### config.mk
export PLATFORM = sky130hd
export DESIGN_NAME = match_bind_stream
export DESIGN_NICKNAME = d
export VERILOG_FILES = /design/src/rtl/match_bind_stream.sv
export SDC_FILE = /design/constraint.sdc
export NUM_CORES = 1
export LEC_CHECK = 0
export ABC_AREA = 1
export CORE_MARGIN = 2
export CORE_UTILIZATION = 51
export DETAILED_ROUTE_END_ITERATION = 10
export HOLD_SLACK_MARGIN = 0.02
export PLACE_DENSITY = 0.71
export SETUP_SLACK_MARGIN = 0.05
export SLEW_MARGIN = 20
export SYNTH_ARGS = -nofsm -noshare
export SYNTH_HDL_FRONTEND = slang
export SYNTH_SLANG_ARGS = --single-unit
### constraint.sdc
create_clock -name clk -period 2.2 [get_ports clk]
set_clock_uncertainty 0.2 [all_clocks]
set_input_delay 0.44 -clock clk [delete_from_list [all_inputs] [get_ports clk]]
set_output_delay 0.44 -clock clk [all_outputs]
set_load 0.05 [all_outputs]
### src/rtl/match_bind_stream.sv
// Streaming match/bind engine: a DEPTH-entry word FIFO feeding a registered
// result stage that binds words into an accumulator or XORs them against it.
module match_bind_stream #(
    parameter int W         = 8,
    parameter int DEPTH     = 4,
    parameter int MATCH_BIT = 0
) (
    input  logic         clk,
    input  logic         rst,
    input  logic         clr,
    input  logic         in_valid,
    output logic         in_ready,
    input  logic [W-1:0] in_data,
    output logic         out_valid,
    input  logic         out_ready,
    output logic [W-1:0] out_data,
    output logic [1:0]   out_tag,
    output logic [15:0]  out_count
);

    localparam int PW = $clog2(DEPTH);
    localparam int CW = $clog2(DEPTH + 1);

    logic [W-1:0]  mem [DEPTH];
    logic [PW-1:0] wr_ptr;
    logic [PW-1:0] rd_ptr;
    logic [CW-1:0] count;
    logic [W-1:0]  acc;
    logic [W-1:0]  head;
    logic          push;
    logic          pop;

    // in_ready looks at registered occupancy only, so a full FIFO never
    // admits a push even when the head is leaving in the same cycle.
    assign in_ready = (count < CW'(DEPTH));
    assign push     = in_valid && in_ready;
    assign pop      = (count != '0) && (!out_valid || out_ready);
    assign head     = mem[rd_ptr];

    always_ff @(posedge clk) begin
        if (push && !clr) begin
            mem[wr_ptr] <= in_data;
        end
    end

    always_ff @(posedge clk or negedge rst) begin
        if (!rst) begin
            wr_ptr    <= '0;
            rd_ptr    <= '0;
            count     <= '0;
            acc       <= '0;
            out_valid <= 1'b0;
            out_data  <= '0;
            out_tag   <= 2'b00;
            out_count <= '0;
        end else if (clr) begin
            wr_ptr    <= '0;
            rd_ptr    <= '0;
            count     <= '0;
            acc       <= '0;
            out_valid <= 1'b0;
            out_count <= '0;
        end else begin
            if (push) begin
                wr_ptr <= wr_ptr + PW'(1);
            end
            if (pop) begin
                rd_ptr <= rd_ptr + PW'(1);
            end

            case ({push, pop})
                2'b10:   count <= count + CW'(1);
                2'b01:   count <= count - CW'(1);
                default: count <= count;
            endcase

            // The result register only loads on a pop, so it holds steady
            // under backpressure.
            if (pop) begin
                out_valid <= 1'b1;
                if (head[MATCH_BIT]) begin
                    out_data <= acc ^ head;
                    out_tag  <= 2'b10;
                end else begin
                    acc      <= head;
                    out_data <= head;
                    out_tag  <= 2'b01;
                end
            end else if (out_ready) begin
                out_valid <= 1'b0;
            end

            if (out_valid && out_ready) begin
                out_count <= out_count + 16'd1;
            end
        end
    end

endmodule
-- Word-level counts from Yosys, hierarchy flattened
Memory sizes are Yosys's and may differ from the RTL's.
Index checks and enable logic that the tools add are counted.
- register bits after elaboration: 42
- bits in writable memories: 32
- bits of input ports: 13
- output and inout port bits: 28
- logic and storage cells: 53
- memories kept: 1
- memory list (memory ; words ; bits a word ; read ports ; clocked after Yosys merged registers in ; write ports ; line ; source):
    mem ; 4 ; 8 ; 1 ; 0 ; 1 ; 24 ; logic [W-1:0] mem [DEPTH];
- add/sub/neg operators: 5
- magnitude comparators: 1
- equality and inequality tests: 3
- muxes and demuxes: 18
- bitwise logic cells: 2
- reduce and logical (&&, ||, !) cells: 15
- operator list (operator ; count):
    16-bit two-way mux ; 2
    8-bit two-way mux ; 4
    16-bit by 1-bit adder with 16-bit output (second input constant) ; 1
    2-bit two-way mux ; 5
    3-bit nonzero test ; 3
    8-bit XOR ; 1
    3-bit one-hot mux with 2 select lines ; 1
    2-bit nonzero test ; 3
    1-bit two-way mux ; 5
    2-bit by 1-bit adder with 2-bit output (second input constant) ; 2
    1-bit logical AND ; 4
    2-bit AND reduction ; 2
    3-bit by 1-bit adder with 3-bit output (second input constant) ; 1
    3-bit less-than comparator (second input constant) ; 1
    3-bit two-way mux ; 1
    3-bit by 1-bit subtractor with 3-bit output (second input constant) ; 1
    2-bit by 1-bit equality test with 1-bit output (second input constant) ; 1
    2-bit equality test (second input constant) ; 1
    1-bit logical NOT ; 2
    2-bit inequality test (second input constant) ; 1
    1-bit logical OR ; 1
    1-bit inverter ; 1

-- Logic depth before layout (Yosys ltp)
Gate-level depths: netlist of run 1.
- depth after elaboration: 6
- gate-level depth with buffers: 10
- mapped depth without buffers: 8

-- Worst setup path before layout of run 1
Ideal clock, no wire load.
- path kind: reg2reg
- from: reg count[2]
- to: mem mem[0][0] (enable)
- setup time: 371 ps
- arrival time: 1460 ps
- data required time: 1629 ps
- setup slack: 169 ps
- cell stages (with the launch flop): 6
- buffers on the path: 0
- clock period less this slack: 2031 ps
- cell sequence: dfrtp_1 inv_1 nand2_1 nor2_1 inv_1 nor2_1
- cells in the longest elaborated chain, start to end: 5
- ends and longest elaborated chain (what ; line ; source):
    start, declared ; 27 ; logic [CW-1:0] count;
    start signal, assigned ; 72 ; 2'b10: count <= count + CW'(1);
    start signal, assigned ; 73 ; 2'b01: count <= count - CW'(1);
    start signal, assigned ; 74 ; default: count <= count;
    3-bit less-than comparator ; 35 ; assign in_ready = (count < CW'(DEPTH));
    named net in_ready ; 12 ; output logic in_ready,
    1-bit logical AND ; 36 ; assign push = in_valid && in_ready;
    1-bit logical AND ; 41 ; if (push && !clr) begin
    1-bit two-way mux ; 41 ;
    1-bit two-way mux (implied by the code) ; 42 ; mem[wr_ptr] <= in_data;
    end, declared ; 24 ;
The timed path passes the listed nets, and every way through them passes these cells.

-- Final worst setup path of run 1
- from: reg out_data[4]
- to: out out_data[4]
- RTL lines (what ; line ; source):
    start, declared ; 16 ; output logic [W-1:0] out_data,
    start signal, assigned ; 82 ; out_data <= acc ^ head;
No word-level cell between the ends.

==> results.txt, run 1 <==
The run finished with clean final reports. By area the synthesized netlist is led by sky130_fd_sc_hd__dfrtp_1 29%, sky130_fd_sc_hd__edfxtp_1 27%, sky130_fd_sc_hd__nand2_1 12%. In the final design database the tool counted 482 nets. The DRC violation count after routing came out at 0. The final period demand of the worst path is 2.12 ns. The clock transition time at the flip-flop clock pins of the worst setup and hold paths came out at 0.08 ns. The part of the power in registers came out at 0.380. The total length of routed wires came out at 6.73 mm. The number of cells on the worst hold path is 2.

The starting density of the core is 0.520. Measured along the y axis, the die boundary spans 86.8 um. The fill cell total of the finished layout came out at 540. The worst setup path is captured at an output port. After synthesis the cells add up to 3490 sq um. The switching fraction of total power is 0.415. The via count is 2,750. The launching point of the worst reg2reg path is count[1]$_DFFE_PN0P_. The via count of the first global-routing pass was 2,494. The worst hold path begins at out_data[7]$_DFFE_PN0P_. The slew at the pin with the worst max-slew slack came out at 0.500 ns. Entering global routing, the biggest net connects 24 pins. The floorplan step defined a die boundary enclosing 7530 sq um. The highest achievable clock rate is 472 MHz. Leaving out fill and tap cells, the most frequent cells in the layout are 108 x sky130_fd_sc_hd__nand2_1, 65 x sky130_fd_sc_hd__inv_1, 48 x sky130_fd_sc_hd__nand3_1, 40 x sky130_fd_sc_hd__dfrtp_1, 32 x sky130_fd_sc_hd__edfxtp_1.

Setup slack on the worst reg-to-reg path comes out at 0.43 ns. The total internal power came out at 2.75 mW. The worst path required time came out at 1.56 ns. The root buffer cell is sky130_fd_sc_hd__clkbuf_8. Of the post-synthesis cell area, the dominant cell type holds 0.286. The number of logic stages on the critical path including buffering is 1.

The utilization of the core after routing is 0.631. The detailed-placement wirelength estimate is 4.76 mm. The peak per-stage delay on the critical path came out at 0.80 ns. The per-cell routed wire length is 12.3 um.

The number of max-slew violations in the final report is 0. The number of violations of the max-capacitance limit is 0. The multi-input logic area came out at 1190 sq um. The power per cell area is 1110 nW/um^2. The worst hold path belongs to the class flip-flop to flip-flop. The data arrival at the endpoint of the critical path is 1.48 ns.

The setup violation total in the final timing report came out at 0. The share of final-layout standard cells stronger than drive strength 1 is 0.118. The floorplan core area came out at 6720 sq um. Among all stages on the critical path, the largest delay is contributed by sky130_fd_sc_hd__clkdlybuf4s50_1. The synthesized net count came out at 423. The worst path buffer plus inverter count came out at 1.

The final cell count without fillers came out at 548. The critical path goes through clkdlybuf4s50_1. The worst slew margin relative to its limit is 0.666. From synthesis to final layout, the design area changed by 21.3%. The largest fanout on the critical path came out at 2.

The critical path is of the flip-flop to output port type. The destination of the worst register-to-register timing path is count[2]$_DFFE_PN0P_. In this run the mean area of a mapped cell was 8.65 sq um.

The library cell used most frequently in the layout, excluding fill and tap cells, is sky130_fd_sc_hd__nand2_1. The number of cells on the worst reg-to-reg path is 8. The ratio of final minimum period to clock period is 0.962.

The clock network fraction of total power is 0.225. The maximum buffer depth of the clock tree came out at 2. The share of the Yosys chip area taken by registers is 0.561.

For this run the aggregate overflow at the end of global routing stands at 0. The number of warnings issued by yosys is 0. The synthesized design spends more area on one cell type than any other, namely sky130_fd_sc_hd__dfrtp_1.

Including well taps, the total number of placed cells is 531. Of the total power, combinational logic draws 0.395. The number of setup buffers added after CTS came out at 0. 0 antenna diodes ended up in the layout. In this run the tool buffered the top-level ports with 40 buffer cells. The leakage power figure is 2.13 nW. The placer's final routability congestion estimate is 0.869.

After the first detailed-routing iteration, the DRC count stood at 91. After layout, the design draws a total of 4.70 mW. The cell count after synthesis is 404. The antenna violation net count after detailed routing is 0. The most critical setup path has its startpoint at out_data[4]$_DFFE_PN0P_. The post-synthesis register bit count came out at 72. The clock sink total came out at 72. Dividing the detail-routed via count by the number of cells gives 5.02.

The initial antenna violation count came to 0. The wire length of the first global-routing pass came out at 11.1 mm. For this design the total switching power over the nets is 1.95 mW. Clock latency on the worst-skew pair, taken at its later pin, is 0.34 ns. The area taken by flip-flops and latches is 1960 sq um. The kind of start point of the critical path is a flip-flop. The count of H-tree levels built during CTS is 3.

VDD sags by at most 451 uV. The CTS tree is built. The horizontal die dimension came out at 86.8 um.

The number of different library cells used by synthesis comes to 25. The top-level I/O count is 41. The number of cell rows came out at 30. The TritonCTS buffer count came out at 9. The critical path's top delay family is buffers and inverters. The hold path endpoint is out_data[7]$_DFFE_PN0P_. Setup repair after global routing left no endpoint under its margin. The number of optimization iterations in the first detailed-route pass is 4. The global routing usage summed across all routing layers is 0.190. The total negative setup slack came out at 0 ns. The final count of hold timing violations came out at 0.
==> per-stage QoR <==
step / worst slack (ns) / area (sq um) / hold WS [ns]
6_report: 0.0827 / 4240 / 0.275
2_1_floorplan: 0.169 / 3490 / -0.0556
3_3_place_gp: 0.0574 / 4030 / 0.214
4_1_cts: 0.0515 / 4230 / 0.286
3_5_place_dp: 0.0478 / 4030 / 0.211
5_1_grt: 0.0518 / 4240 / 0.301
==> power by group through the flow <==
stage	Combinational (mW)	Clock [mW]	Sequential, mW
after CTS	1.87	1.08	1.79
after detailed placement	1.90	0	1.81
after floorplan	1.08	0	2.11
after global placement	1.86	0	1.81
after global routing	2.06	1.13	1.82
final	1.86	1.06	1.79
==> routing by layer <==
metal	vias to the layer above	GRT usage	wire length (um)
met2	54	0.313	3300
li1	1414	-	-
met5	-	0	0
met3	8	0.0305	272
met1	1274	0.253	3080
met4	0	0.0696	72
==> timing repair <==
item                                    CTS  global route
endpoints found under the setup margin   16             4
hold endpoints to repair                 19             0
hold buffers                              1             0
resized for setup                        16             4
==> cell type report <==
type,count,share of cell area
inverter,71,0.0629
tap,80,0.0236
sequential,72,0.463
clock inverter,7,0.0192
multi-input combinational,252,0.282
timing repair buffer,57,0.120
clock buffer,9,0.0292
==> flip-flops by register name, summed over array words and instances (netlist names) <==
| signal | flops |
|---|---|
| rd_ptr | 2 |
| out_valid | 1 |
| wr_ptr | 2 |
| acc | 7 |
| out_tag | 1 |
| out_count | 16 |
| out_data | 8 |
| mem | 32 |
| count | 3 |
==> cells by family after synthesis <==
group	synth area share
DFF	0.561
AOI/OAI and AO/OA	0.0659
adders and majority gates	0.0236
buffers and inverters	0.0967
and+or+nand+nor	0.252
==> synthesized netlist by cell type (all sizes together) <==
cell type / count
nand4: 3
nand3: 50
a21oi: 16
inv: 71
o21ai: 20
o21a: 1
nor3: 4
nand2: 113
o22ai: 2
edfxtp: 32
fa: 1
dfrtp: 40
o211ai: 4
buf: 9
nor2: 32
nand3b: 1
ha: 5
==> worst max-delay path by stage <==
stage / end / slack (ns)
after global routing: out_data[4] / 0.05
after CTS: out_tag[0] / 0.05
after floorplan: mem[0][0]$_DFFE_PP_ / 0.17
final: out_data[4] / 0.08
after global placement: mem[1][6]$_DFFE_PP_ / 0.06
after detailed placement: count[2]$_DFFE_PN0P_ / 0.05
Note: power is estimated with default switching activity, not from simulation.
==> run 2: changes to the inputs <==
--- a/config.mk
+++ b/config.mk
@@ -8,8 +8,8 @@
 export ABC_AREA = 1
 export CORE_MARGIN = 2
-export CORE_UTILIZATION = 51
+export CORE_UTILIZATION = 40
 export DETAILED_ROUTE_END_ITERATION = 10
 export HOLD_SLACK_MARGIN = 0.02
-export PLACE_DENSITY = 0.71
+export PLACE_DENSITY = 0.57
 export SETUP_SLACK_MARGIN = 0.05
 export SLEW_MARGIN = 20
==> constraint.sdc (replaced) <==
create_clock -name clk -period 2.2 [get_ports clk]
set_clock_uncertainty 0.2 [all_clocks]
set_input_delay 0.44 -clock clk [delete_from_list [all_inputs] [get_ports clk]]
set_output_delay 0.44 -clock clk [all_outputs]
set_load 0.005 [all_outputs]
==> run 2 against run 1 <==
Effect of this change:
- sequential power hardly changed
- first-iteration DRC count is 8.8% higher
- power is 11% lower
- combinational power is 18% lower
- global-route usage is 2.9 points lower
- maximum frequency is 5.4% higher
- largest cell class unchanged
- core utilization is 14 points lower
- flip-flop and latch count stayed put
- wire length is 5.4% higher
- final cell count is 4.7% higher
- setup slack better by 0.11 ns
- critical path depth is 1 higher
==> results.txt, run 2 (synthesis results as in run 1) <==
Run status: complete, no violations (unchanged). The total negative setup slack was 0 ns (unchanged). The horizontal die dimension came out at 97.5 um (was 86.8 um). The worst setup path startpoint is count[2]$_DFFE_PN0P_ (was out_data[4]$_DFFE_PN0P_). The leakage power figure is 1.98 nW (was 2.13 nW). The power per cell area was 990 nW/um^2 (was 1110 nW/um^2). The post-cts resize count is 0 (was 16). The highest ir drop seen on vdd came out at 492 uV (was 451 uV). The wire length of the first global-routing pass came to 12.1 mm (was 11.1 mm). Highest-count cells in the layout ignoring fill and taps: 108 x sky130_fd_sc_hd__nand2_1, 65 x sky130_fd_sc_hd__inv_1, 48 x sky130_fd_sc_hd__nand3_1, 40 x sky130_fd_sc_hd__dfrtp_1, 39 x sky130_fd_sc_hd__clkdlybuf4s50_1 (was 108 x sky130_fd_sc_hd__nand2_1, 65 x sky130_fd_sc_hd__inv_1, 48 x sky130_fd_sc_hd__nand3_1, 40 x sky130_fd_sc_hd__dfrtp_1, 32 x sky130_fd_sc_hd__edfxtp_1). The count of buffers from port buffering came out at 40 (unchanged).

The total congestion overflow after global routing is 0 (unchanged). RSZ-0062 raised after global routing: no (unchanged). The destination of the worst register-to-register timing path is acc[2]$_DFFE_PN0P_ (was count[2]$_DFFE_PN0P_).

The average via count per standard cell came out at 4.70 (was 5.02). The TritonCTS buffer count came out at 9 (unchanged). The kind of start point of the critical path is a flip-flop (unchanged). The global routing usage summed across all routing layers is 0.161 (was 0.190).

The maximum buffer depth of the clock tree is 2 (unchanged). The die outline area came out at 9500 sq um (was 7530 sq um). The peak per-stage delay on the critical path came to 0.50 ns (was 0.80 ns). The via count is 2,700 (was 2,750). The last element of the critical path is in_ready (was out_data[4]). The starting density of the core came out at 0.407 (was 0.520).

The number of optimization iterations in the first detailed-route pass came to 4 (unchanged). The utilization of the core after routing came to 0.492 (was 0.631). The number of diodes came out at 0 (unchanged). The capturing element type of the critical path was an output port (unchanged). The share of final-layout standard cells stronger than drive strength 1 is 0.0944 (was 0.118). The DRC violation total after the first TritonRoute iteration came out at 99 (was 91). The DRC violation count after routing came out at 0 (unchanged). The fill cell total of the finished layout came out at 838 (was 540). The largest fanout on the critical path came out at 5 (was 2). Crit-path cells: inv_1 -> clkdlybuf4s50_1 (was clkdlybuf4s50_1). The type of the most critical hold path is flip-flop to flip-flop (unchanged).

The antenna violation net count after detailed routing is 0 (unchanged). The CTS tree is built (unchanged). The start-to-end type of the worst setup path is flip-flop to output port (unchanged). The register containing the most flip-flops in the final layout was mem (unchanged).

The floorplan core area was 8590 sq um (was 6720 sq um). The number of violations of the max-capacitance limit is 0 (unchanged). The setup slack of the worst register-to-register path is 0.37 ns (was 0.43 ns). The clock transition time at the flip-flop clock pins of the worst setup and hold paths is 0.07 ns (was 0.08 ns). The per-cell routed wire length is 12.4 um (was 12.3 um). The worst path required time is 1.56 ns (about the same). The number of max-slew violations in the final report came out at 0 (unchanged). The number of cell rows came out at 34 (was 30). The launching point of the worst reg2reg path is rd_ptr[1]$_DFFE_PN0P_ (was count[1]$_DFFE_PN0P_). The commonest non-fill, non-tap cell in the layout was sky130_fd_sc_hd__nand2_1 (unchanged). Leading registers by flop count: mem: 32 flops, out_count: 16 flops, out_data: 8 flops (unchanged).

The largest net degree at the start of global routing came out at 41 (was 24). The data arrival at the endpoint of the critical path came out at 1.37 ns (was 1.48 ns). The clock sink total is 72 (unchanged). The flip-flop count of the largest register, all copies and words added came out at 32 (unchanged).

The root buffer cell is sky130_fd_sc_hd__clkbuf_8 (unchanged). The ratio of final minimum period to clock period came out at 0.914 (was 0.962). The library cell contributing the largest single delay on the critical path was sky130_fd_sc_hd__clkdlybuf4s50_1 (unchanged).

The worst slew margin relative to its limit came out at 0.648 (was 0.666). The total length of routed wires came out at 7.09 mm (was 6.73 mm). The setup violation total in the final timing report is 0 (unchanged). The initial antenna violation count is 0 (unchanged). The layout-stage area growth over the synthesis result came to 21.0% (was 21.3%).

The via count of the first global-routing pass came out at 2,648 (was 2,494). The final period demand of the worst path is 2.01 ns (was 2.12 ns). The depth of the worst register-to-register path is 5 (was 8). The clock latency on the worst-skew pair came out at 0.34 ns (about the same). The detailed-placement wirelength estimate came out at 4.94 mm (was 4.76 mm).

The highest achievable clock rate came to 498 MHz (was 472 MHz). The final count of hold timing violations came out at 0 (unchanged). The placer's final routability congestion estimate came out at 0.845 (was 0.869). The count of nets after finishing came out at 481 (was 482).

The count of H-tree levels built during CTS came out at 3 (unchanged). The top-level I/O count is 41 (unchanged). The vertical die dimension came to 97.5 um (was 86.8 um). The slew at the pin with the worst max-slew slack came to 0.527 ns (was 0.500 ns).
-- run 2: cell types whose count changed in the layout (fill, tap and decap cells not counted), sizes merged --
cell and change:
bufinv -1, clkdlybuf4s50 +27, dlygate4sd2 -16, clkinv -2, clkbuf +2, dlymetal6s2s -4, buf -8
-- run 2: how the worst min path moves through the flow --
stage | startpoint | cells past startpoint | endpoint | slack, ns
3_3_place_gp | out_data[7]$_DFFE_PN0P_ | 2 | out_data[7]$_DFFE_PN0P_ | 0.26
2_1_floorplan | rst | 0 | acc[1]$_DFFE_PN0P_ | -0.06
3_5_place_dp | out_data[2]$_DFFE_PN0P_ | 2 | out_data[2]$_DFFE_PN0P_ | 0.27
6_report | out_tag[0]$_DFFE_PN0P_ | 2 | out_tag[0]$_DFFE_PN0P_ | 0.29
4_1_cts | out_data[2]$_DFFE_PN0P_ | 2 | out_data[2]$_DFFE_PN0P_ | 0.29
5_1_grt | out_data[1]$_DFFE_PN0P_ | 2 | out_data[1]$_DFFE_PN0P_ | 0.32
-- run 2: power by group --
part / switching (mW) / leakage [nW] / total (mW) / internal [mW]
Combinational: 0.895 / 1.08 / 1.52 / 0.623
Sequential: 0.176 / 0.823 / 1.81 / 1.64
Clock: 0.460 / 0.0833 / 0.859 / 0.398
Total: 1.53 / 1.98 / 4.19 / 2.66
-- run 2: repair_timing --
action | in CTS | in global routing
hold buffers | 1 | 0
setup buffers | 0 | 0
endpoints found under the hold margin | 40 | 0
-- run 2: critical path, delay by kind of cell, from the launching register on --
family | cells | cell delay, ns
buffers and inverters | 2 | 0.61
DFF | 1 | 0.42
-- run 2: layout make-up --
cell class	count	area [sq um]	share of cell area
Tap cell	108	135	0.0320
Inverter	71	267	0.0630
Clock buffer	11	131	0.0311
Clock inverter	4	21.3	0.00503
Timing Repair Buffer	56	518	0.122
Multi-Input combinational cell	252	1190	0.283
Sequential cell	72	1960	0.464
-- run 2: per-layer routing --
metal	up-vias	track usage	share of wire
met4	0	0.0694	0.015
met2	38	0.259	0.47
li1	1407	-	-
met1	1247	0.214	0.49
met5	-	0	0
met3	8	0.0295	0.030
-- run 2: stage by stage --
step | cell area, sq um | power [mW] | cells | hold WS [ns] | setup slack (ns)
floorplan | 3490 | 2.83 | 404 | -0.0556 | 0.401
global placement | 4070 | 3.34 | 558 | 0.263 | 0.0719
detailed placement | 4070 | 3.38 | 558 | 0.274 | 0.0546
CTS | 4230 | 4.25 | 574 | 0.294 | 0.160
global route | 4230 | 4.52 | 574 | 0.316 | 0.0953
finish | 4230 | 4.19 | 574 | 0.286 | 0.190
==> run 3: changes to the inputs <==
Settings changed: CAP_MARGIN set to 0, CELL_PAD_IN_SITES_DETAIL_PLACEMENT set to 1, CELL_PAD_IN_SITES_GLOBAL_PLACEMENT set to 1, PLACE_DENSITY 0.57 to 0.73.
==> run 3 against run 2 <==
Effect of this change:
- maximum frequency decreased by 0.92%
- power increased by 5.5%
- core utilization grew 0.74 points
- non-clock buffer count increased by 5
- count of clock-buffer cells in the layout unchanged
- final area is 1.5% higher
- final cell count rose by 1.0%
- first-iteration DRC count fell by 11%
==> results.txt, run 3 (synthesis results as in run 1) <==
The placed standard-cell area came to 4100 sq um (was 4070 sq um). The power spent charging and discharging nets came out at 1.63 mW (was 1.53 mW). The count of nets after finishing came to 486 (was 481). The start-to-end type of the worst setup path is flip-flop to output port (unchanged). The global routing usage summed across all routing layers is 0.199 (was 0.161). The capturing element type of the critical path is an output port (unchanged). The highest ir drop seen on vdd is 470 uV (was 492 uV). The clock sink total came out at 72 (unchanged). The per-cell routed wire length came out at 15.1 um (was 12.4 um). The final count of hold timing violations came out at 0 (unchanged).

The final cell count without fillers is 580 (was 574). The share of final-layout standard cells stronger than drive strength 1 came to 0.102 (was 0.0944). The ratio of final minimum period to clock period is 0.922 (was 0.914). The average via count per standard cell came out at 4.99 (was 4.70). The number of optimization iterations in the first detailed-route pass was 4 (unchanged). The depth of the worst register-to-register path is 5 (unchanged). The vertical die dimension is 97.5 um (unchanged). The setup violation total in the final timing report is 0 (unchanged). The number of cells on the worst hold path is 2 (unchanged). The final period demand of the worst path came out at 2.03 ns (was 2.01 ns). The utilization of the core after routing is 0.500 (was 0.492). The initial antenna violation count is 0 (unchanged). The commonest non-fill, non-tap cell in the layout is sky130_fd_sc_hd__nand2_1 (unchanged). The switching fraction of total power is 0.370 (was 0.366). The via count of the first global-routing pass is 3,067 (was 2,648). The worst path buffer plus inverter count came out at 2 (unchanged). The number of cells after detailed placement came to 563 (was 558). The DRC violation total after the first TritonRoute iteration came out at 88 (was 99).

The power per cell area is 1030 nW/um^2 (was 990 nW/um^2). The CTS tree was built (unchanged). The number of cell rows is 34 (unchanged). The launch instance of the worst min-delay path is out_tag[0]$_DFFE_PN0P_ (unchanged). The detailed-placement wirelength estimate is 6.63 mm (was 4.94 mm). Run status: complete, no violations (unchanged). RSZ-0062 raised after global routing: no (unchanged).

The horizontal die dimension came to 97.5 um (unchanged). The antenna violation net count after detailed routing is 0 (unchanged). The root buffer cell is sky130_fd_sc_hd__clkbuf_8 (unchanged).

The register containing the most flip-flops in the final layout was mem (unchanged). The slew at the pin with the worst max-slew slack was 0.532 ns (was 0.527 ns). The kind of start point of the critical path is a flip-flop (unchanged). The leakage power figure is 2.02 nW (was 1.98 nW). The share of total power in combinational logic came out at 0.362 (about the same). The total internal power came out at 2.78 mW (was 2.66 mW). The number of diodes came out at 0 (unchanged).

The launching point of the worst reg2reg path is rd_ptr[1]$_DFFE_PN0P_ (unchanged). The floorplan core area came out at 8590 sq um (unchanged). The maximum buffer depth of the clock tree came to 2 (unchanged). The total congestion overflow after global routing is 0 (unchanged).

The destination of the worst register-to-register timing path was acc[5]$_DFFE_PN0P_ (was acc[2]$_DFFE_PN0P_). The top-level I/O count came to 41 (unchanged). The total negative setup slack is 0 ns (unchanged). The worst path required time came out at 1.56 ns (about the same). The setup slack after placement is 0.0114 ns (was 0.0546 ns).

The largest net degree at the start of global routing came to 24 (was 41). Highest-count cells in the layout ignoring fill and taps: 108 x sky130_fd_sc_hd__nand2_1, 65 x sky130_fd_sc_hd__inv_1, 48 x sky130_fd_sc_hd__nand3_1, 40 x sky130_fd_sc_hd__dfrtp_1, 39 x sky130_fd_sc_hd__clkdlybuf4s50_1 (unchanged). The hold path endpoint was out_tag[0]$_DFFE_PN0P_ (unchanged). The final worst slack was 0.172 ns (was 0.190 ns). The wire length of the first global-routing pass was 14.9 mm (was 12.1 mm). The post-route cell area is 4290 sq um (was 4230 sq um).

Leading registers by flop count: mem: 32 flops, out_count: 16 flops, out_data: 8 flops (unchanged). The via count came out at 2,892 (was 2,700). The number of setup buffers added after CTS is 0 (unchanged).

The count of buffers from port buffering came out at 40 (unchanged). The layout-stage area growth over the synthesis result is 22.8% (was 21.0%). The overall power of the completed layout came out at 4.42 mW (was 4.19 mW). The clock network fraction of total power was 0.227 (was 0.205). The highest achievable clock rate is 493 MHz (was 498 MHz). The critical path's top delay family was buffers and inverters (unchanged). The setup slack of the worst register-to-register path was 0.31 ns (was 0.37 ns). Crit-path cells: inv_1 -> clkdlybuf4s50_1 (unchanged). The DRC violation count after routing is 0 (unchanged).

The placer's final routability congestion estimate came out at 0.796 (was 0.845). The largest fanout on the critical path came out at 5 (unchanged). The clock latency on the worst-skew pair came out at 0.35 ns (was 0.34 ns). The clock transition time at the flip-flop clock pins of the worst setup and hold paths came out at 0.07 ns (about the same). The starting density of the core came out at 0.407 (unchanged).

The flip-flop count of the largest register, all copies and words added came out at 32 (unchanged). The number of violations of the max-capacitance limit was 0 (unchanged). The library cell contributing the largest single delay on the critical path was sky130_fd_sc_hd__clkdlybuf4s50_1 (unchanged). The die outline area came to 9500 sq um (unchanged). The count of H-tree levels built during CTS is 3 (unchanged). The data arrival at the endpoint of the critical path is 1.39 ns (was 1.37 ns).

The total length of routed wires came out at 8.77 mm (was 7.09 mm). The TritonCTS buffer count is 9 (unchanged). The type of the most critical hold path was flip-flop to flip-flop (unchanged). The part of the power in registers is 0.411 (was 0.433). The worst hold margin is 0.279 ns (was 0.286 ns). The worst slew margin relative to its limit is 0.646 (was 0.648). The peak per-stage delay on the critical path is 0.51 ns (was 0.50 ns).

The number of max-slew violations in the final report is 0 (unchanged). The post-cts resize count was 0 (unchanged).
[run 3: cell count changes in the layout (fill, tap and decap cells not counted), sizes merged]
cell	before	now
inv	72	71
bufinv	0	1
clkinv	3	4
buf	16	21
[run 3: layer usage]
layer,vias up,track usage,part of all wire
met5,-,0,0
met3,19,0.0374,0.032
met4,0,0.0791,0.021
met1,1405,0.239,0.43
met2,50,0.350,0.52
li1,1418,-,-
[run 3: worst max-delay path by stage]
stage	from	endpoint	slack, ns	depth (start not counted)
after floorplan	clr	mem[0][0]$_DFFE_PP_	0.40	4
after global placement	in_valid	count[2]$_DFFE_PN0P_	0.07	8
after detailed placement	out_ready	count[1]$_DFFE_PN0P_	0.01	8
after CTS	count[2]$_DFFE_PN0P_	in_ready	0.15	2
after global routing	count[2]$_DFFE_PN0P_	in_ready	0.11	2
final	count[2]$_DFFE_PN0P_	in_ready	0.17	2
[run 3: layout make-up]
cell class / instances / area, sq um
fillers: 1021 / 4300
flip-flops and latches: 72 / 1960
multi-input cells: 252 / 1190
repair buffers: 61 / 556
inverters: 71 / 267
well taps: 108 / 135
clock buffers: 11 / 131
clock inverters: 5 / 47.5
[run 3: worst reg2reg max path: cells and delay by family (launching register included)]
family,cells,cell delay [ns]
simple gates,4,0.83
compound gates,1,0.07
flops,1,0.68
[run 3: power by group through the flow]
stage	logic (mW)	clock network [mW]	registers [mW]
floorplan	1.03	0	1.80
global placement	1.53	0	1.83
detailed placement	1.62	0	1.85
CTS	1.63	1.02	1.82
global route	1.82	1.08	1.85
finish	1.60	1.00	1.82
[run 3: repair_timing]
action	in CTS	in global routing
endpoints found under the setup margin	0	0
hold buffers	1	0
endpoints found under the hold margin	19	0
